### config.mk
export PLATFORM = sky130hd
export DESIGN_NAME = digit_composer
export DESIGN_NICKNAME = d
export VERILOG_FILES = /design/src/rtl/digit_composer.sv
export SDC_FILE = /design/constraint.sdc
export NUM_CORES = 1
export LEC_CHECK = 0
export CAP_MARGIN = 20
export CORE_MARGIN = 2
export CORE_UTILIZATION = 40
export CTS_CLUSTER_SIZE = 24
export DETAILED_ROUTE_END_ITERATION = 10
export GPL_ROUTABILITY_DRIVEN = 0
export PLACE_DENSITY_LB_ADDON = 0.3
export SYNTH_ARGS = -nofsm -noshare
export SYNTH_HDL_FRONTEND = slang
export SYNTH_SLANG_ARGS = --single-unit
export TNS_END_PERCENT = 10
### constraint.sdc
create_clock -name i_clk -period 10.1 [get_ports i_clk]
set_clock_uncertainty 0.1 [all_clocks]
set_input_delay 2.02 -clock i_clk [delete_from_list [all_inputs] [get_ports i_clk]]
set_output_delay 2.02 -clock i_clk [all_outputs]
set_load 0.02 [all_outputs]
### src/rtl/digit_composer.sv
// Sequential BCD-to-binary converter: folds four captured BCD digits into a
// 14-bit binary value by repeated acc*10 + digit, most significant digit first.
module digit_composer (
    input  logic        i_clk,
    input  logic        i_reset,
    input  logic        i_start,
    input  logic        i_clear,
    input  logic [3:0]  i_1_value,
    input  logic [3:0]  i_10_value,
    input  logic [3:0]  i_100_value,
    input  logic [3:0]  i_1000_value,
    output logic [13:0] o_value,
    output logic        o_busy,
    output logic        o_done,
    output logic        o_error
);

    localparam int DIGIT_W = 4;
    localparam int VALUE_W = 14;
    localparam int STEPS   = 4;

    typedef enum logic [1:0] {
        IDLE = 2'd0,
        ACC  = 2'd1,
        DONE = 2'd2
    } state_t;

    state_t               state_q;
    state_t               state_d;
    logic                 start_cap;

    logic [DIGIT_W-1:0]   digit_q [STEPS];
    logic [1:0]           step_q;
    logic [VALUE_W-1:0]   acc_q;
    logic                 err_q;

    logic [DIGIT_W-1:0]   cur_digit;
    logic [VALUE_W-1:0]   acc_next;
    logic                 err_next;
    logic                 last_step;

    logic [VALUE_W-1:0]   value_q;
    logic                 busy_q;
    logic                 done_q;
    logic                 error_q;

    // Multiply-by-ten built from two shifts; wraps modulo 2^14 on bad digits.
    function automatic logic [VALUE_W-1:0] mac10(input logic [VALUE_W-1:0] acc,
                                                 input logic [DIGIT_W-1:0] digit);
        logic [VALUE_W-1:0] ext;
        ext = {{(VALUE_W-DIGIT_W){1'b0}}, digit};
        return (acc << 3) + (acc << 1) + ext;
    endfunction

    function automatic logic is_bad_digit(input logic [DIGIT_W-1:0] digit);
        return digit > 4'd9;
    endfunction

    assign cur_digit = digit_q[step_q];
    assign acc_next  = mac10(acc_q, cur_digit);
    assign err_next  = err_q | is_bad_digit(cur_digit);
    assign last_step = (step_q == 2'd3);

    always_ff @(posedge i_clk) begin
        if (i_reset) begin
            state_q <= IDLE;
        end else begin
            state_q <= state_d;
        end
    end

    always_comb begin
        state_d   = state_q;
        start_cap = 1'b0;
        if (i_clear) begin
            state_d = IDLE;
        end else begin
            case (state_q)
                IDLE: begin
                    if (i_start) begin
                        state_d   = ACC;
                        start_cap = 1'b1;
                    end
                end
                ACC: begin
                    if (last_step) begin
                        state_d = DONE;
                    end
                end
                DONE: begin
                    if (i_start) begin
                        state_d   = ACC;
                        start_cap = 1'b1;
                    end else begin
                        state_d = IDLE;
                    end
                end
                default: state_d = IDLE;
            endcase
        end
    end

    // Digit capture and accumulation; digit_q[0] holds the thousands digit.
    always_ff @(posedge i_clk) begin
        if (i_reset) begin
            for (int i = 0; i < STEPS; i++) begin
                digit_q[i] <= '0;
            end
            step_q <= '0;
            acc_q  <= '0;
            err_q  <= 1'b0;
        end else if (start_cap) begin
            digit_q[0] <= i_1000_value;
            digit_q[1] <= i_100_value;
            digit_q[2] <= i_10_value;
            digit_q[3] <= i_1_value;
            step_q     <= '0;
            acc_q      <= '0;
            err_q      <= 1'b0;
        end else if (state_q == ACC && !i_clear) begin
            step_q <= step_q + 2'd1;
            acc_q  <= acc_next;
            err_q  <= err_next;
        end
    end

    // Registered outputs, derived from the next state so busy/done never overlap.
    always_ff @(posedge i_clk) begin
        if (i_reset || i_clear) begin
            value_q <= '0;
            busy_q  <= 1'b0;
            done_q  <= 1'b0;
            error_q <= 1'b0;
        end else begin
            busy_q <= (state_d == ACC);
            done_q <= (state_d == DONE);
            if (state_q == ACC && last_step) begin
                value_q <= err_next ? '0 : acc_next;
                error_q <= err_next;
            end
        end
    end

    assign o_value = value_q;
    assign o_busy  = busy_q;
    assign o_done  = done_q;
    assign o_error = error_q;

endmodule

# After elaboration in Yosys (flattened, before gate mapping)
# Memories as Yosys holds them, arrays and structs flattened. A register that Yosys moved wholly into a read port is not among the register bits.
# Cells that the tools add are included.
op_classes:
  eq_ne: 5
  muxes: 20
  bitwise: 5
  magnitude_cmp: 1
  add_sub_neg: 3
  reduce_logical: 7
op_table:
  columns: ["op", "count"]
  rows:
  - ["4-bit 2-to-1 mux", 4]
  - ["14-bit adder", 1]
  - ["14-bit by 4-bit adder with 14-bit output", 1]
  - ["14-bit 2-to-1 mux", 1]
  - ["2-bit 2-to-1 mux", 5]
  - ["1-bit 2-to-1 mux", 9]
  - ["2-bit == test (second input constant)", 3]
  - ["2-bit one-hot mux with 3 select lines", 1]
  - ["1-bit bitwise OR", 5]
  - ["2-bit by 1-bit == test with 1-bit output (second input constant)", 2]
  - ["4-bit > comparator (second input constant)", 1]
  - ["2-bit OR reduction", 2]
  - ["2-bit by 1-bit adder with 2-bit output (second input constant)", 1]
  - ["1-bit logical AND", 2]
  - ["2-bit zero test", 1]
  - ["1-bit zero test", 1]
  - ["1-bit logical OR", 1]
totals:
  input_bits: 20
  output_inout_bits: 17
  mem_bits_rw: 16
  reg_bits: 35
  mem_count: 1
mem_list:
  columns: ["name", "depth", "word_bits", "read_ports", "rd_ports_with_merged_regs", "wr", "line_no", "text"]
  rows:
  - ["digit_q", 4, 4, 1, 1, 4, "32", "logic [DIGIT_W-1:0] digit_q [STEPS];"]

# Logic depth before layout (Yosys ltp)
logic_depth:
  ltp_word: 8
  mapped_depth: 11
  mapped_depth_nobuf: 11

# Least setup slack after synthesis
# OpenSTA, ideal clock, no wires.
synth_path:
  kind: "input to register"
  start: "input i_clear"
  end: "memory digit_q[0][0], enable pin"
  slack_ns: 6.279
  required_ns: 9.613
  arrival_ns: 3.334
  path_stages: 3
  cell_sequence: "clkbuf_1 o21bai_1 clkbuf_1"
synth_rtl:
  columns: ["item", "line_no", "text"]
  rows:
  - ["start: declaration", "7", "input logic i_clear,"]
  - ["end: declaration", "32", null]

# Worst setup path in the final report
layout_path:
  start: "input i_clear"
  end: "register acc_q[9]"
layout_between:
  elab_chain_cells: 2
layout_lines:
  columns: ["item", "line_no", "text"]
  rows:
  - ["1-bit 2-to-1 mux or 1-bit zero test (tied branches)", "75, 120", null]
  - ["2-bit OR reduction (no line) or 1-bit logical AND (tied branches)", null, null]
  - ["end signal: assignment", "122", "acc_q <= acc_next;"]
  - ["end: declaration", "34", "logic [VALUE_W-1:0] acc_q;"]
# Several ways; a longest one is shown, not always the timed one.
# A chain may end at the register's enable or synchronous reset.

==> flow_metrics.tcl <==
set metrics [dict create \
    holdBufCountCts 0 \
    area_delta_synth_final_pct 20.6 \
    critical_path_buf_inv_count 1 \
    syn_inst 247 \
    chipWidth_um 84.6 \
    report.final.slew_viol_count 0 \
    dpl_cell_area_um2 3050 \
    fin_util_pct 49.7 \
    min_to "o_value[13]" \
    drt_first_pass_iters 4 \
    endpoint_kind "flip-flop" \
    use_met2_pct 25.1 \
    final_cell_count_no_fill 364 \
    io_buffers 36 \
    status "complete, no violations" \
    grtUsageTotal_pct 13.9 \
    whs_ps 350 \
    die_area_um2 7160 \
    worstPathMaxFanout 14 \
    placed_cells 356 \
    async_flop_share_pct 0 \
    grt_max_degree 35 \
    initial_core_util_pct 41.2 \
    rr_endpoint "acc_q[12]" \
    ys_warn_count 0 \
    critPathLaunchType "input port" \
    syn_area_um2 2600 \
    fin_area_um2 3140 \
    final_cell_mix "dfxtp_1, clkdlybuf4s50_1, nand2_1" \
    yosys.area.top_type "dfxtp_1" \
    grt_pass1_wl_mm 7.86 \
    n_antenna_cell 0 \
    numCtsBuffers 5 \
    drc 0 \
    rrSetupSlack_ps 6550 \
    power_density_nw_per_um2 120 \
    ys_seq_area_share_pct 46.9 \
    max_slew_margin_pct 31.3 \
    hp-class "reg2reg" \
    p_leak_nw 1.21 \
    clkTransAtPathRegs_ps 110 \
    grt_setup_unrepaired "false" \
    fmax_mhz 270 \
    seqPwrFrac_pct 60.2 \
    crit_family "simple AND/OR/NAND/NOR gates" \
    worst_pin_slew_ps 1030 \
    reg2regPathDepth 10 \
    crit_chain "clkdlybuf4s50_1, nor2b_1, nor2_1, a22o_1" \
    insertion_delay_ps 310 \
    final_common_cell "dfxtp_1" \
    slowest_stage "nor2b_1" \
    fp.dieH_um 84.6 \
    syn_nets 292 \
    crit_required_ps 10220 \
    avgViaCountPerCell 5.13 \
    p_int_mw 0.288 \
    core_um2 6310 \
    grt_pass1_vias 1756 \
    htreeDepth 2 \
    synthTopCellsByArea "dfxtp_1, edfxtp_1, ha_1" \
    multi_input_area_um2 1310 \
    setup_tns_ps 0 \
    antenna_found_initial 0 \
    yosys.area.top_type_share_pct 28.5 \
    grt-ovfl-total 0 \
    grtUsageMet1_pct 16.4 \
    drive_gt1_share_pct 6.27 \
    tritoncts "built" \
    drt_iter0_markers 48 \
    ys.flop_type "dfxtp_1" \
    met3_usage_pct 2.75 \
    clockBufferDepth 2 \
    wl_per_cell_um 13.2 \
    cts_resized 0 \
    cts_sinks 53 \
    min_from "o_value[13]" \
    cts_setup_buffers 0 \
    setup_viol 0 \
    period_needed_ps 3700 \
    ys_ff_latch 53 \
    fillers 623 \
    place_hpwl_mm 3.61 \
    busiest_layer "met2" \
    p_sw_share_pct 23.4 \
    post-route-period-util_pct 36.6 \
    regArea_um2 1220 \
    crit_type "in2reg" \
    p_comb_share_pct 7.3 \
    p_sw_mw 0.0879 \
    worstHoldPathCells 2 \
    drt-total-wl_mm 4.79 \
    cap_violations 0 \
    avgSynthCellArea_um2 10.5 \
    cts_root_buffer "clkbuf_8" \
    synth_cell_types 40 \
    ir_drop_mv 0.0587 \
    ant_nets 0 \
    arrival_ps 3820 \
    hold_violations 0 \
    vias 1866 \
    cpPeakStageDelay_ps 870 \
    synth-edff-count 16 \
    row_count 29 \
    io_pins 37 \
    power.share.clock_pct 32.6 \
    fin_nets 331 \
]
## cell type report
class                      instances  area share (%)
clock buffer                       5            2.19
clock inverter                     3           0.678
inverter                          11            1.32
multi-input combinational        176            41.6
sequential                        53            38.9
tap                               77            3.07
timing repair buffer              39            12.2
## worst max-delay path by stage
stage | start | to | depth (start not counted)
after floorplan | i_clear | digit_q[0][0] | 3
after global placement | i_clear | acc_q[9] | 4
after detailed placement | i_clear | acc_q[9] | 4
after CTS | i_clear | acc_q[9] | 4
after global routing | i_clear | acc_q[9] | 4
final | i_clear | acc_q[9] | 4
## metal layers
layer | vias to the layer above | part of all wire [%]
li1 | 962 | -
met1 | 859 | 45
met2 | 40 | 50
met3 | 5 | 3.7
met4 | 0 | 1.3
met5 | - | 0
## metrics by stage
step	total power [mW]	setup slack [ps]
final	0.376	6400
after global routing	0.390	6270
after CTS	0.380	6420
after detailed placement	0.259	6080
after global placement	0.258	6160
after floorplan	0.246	6280
## cells by family after synthesis
family                     share of synthesized area, %
AOI/OAI and AO/OA                                  14.3
xor gates and xnor gates                           3.70
adders and majority gates                          12.6
buffers and inverters                              3.03
DFF                                                46.9
muxes                                              4.18
and+or+nand+nor                                    15.2
## cell usage after synthesis (6+ instances only)
library cell / number
nor2_1: 11
edfxtp_1: 16
clkbuf_1: 6
xnor2_1: 10
dfxtp_1: 37
o21ai_0: 7
and2_1: 17
inv_1: 11
ha_1: 23
a22o_1: 11
a21oi_1: 16
nand2_1: 31
## worst register-to-register path, cell delays in order, from the launching register on
cell      delay, ps
dfxtp_1         470
mux4_1          620
inv_1            90
fa_1            460
fa_1            500
nor2b_1         170
o211ai_1        120
a21boi_2        250
nor4_1           80
or3b_2          490
o21ai_0         160
## flip-flops by register name, indices dropped and copies added (netlist names), named ones only
name     count
digit_q     16
o_value     14
acc_q       13
state_q      2
step_q       2
err_q        1
o_busy       1
o_done       1
o_error      1
## power by group through the flow
stage | clock (mW) | sequential, mW | combinational, mW
CTS | 0.126 | 0.226 | 0.0276
floorplan | 0 | 0.231 | 0.0147
global route | 0.133 | 0.227 | 0.0303
finish | 0.122 | 0.226 | 0.0274
detailed placement | 0 | 0.231 | 0.0276
global placement | 0 | 0.231 | 0.0269
(Power assumes the default switching activity.)
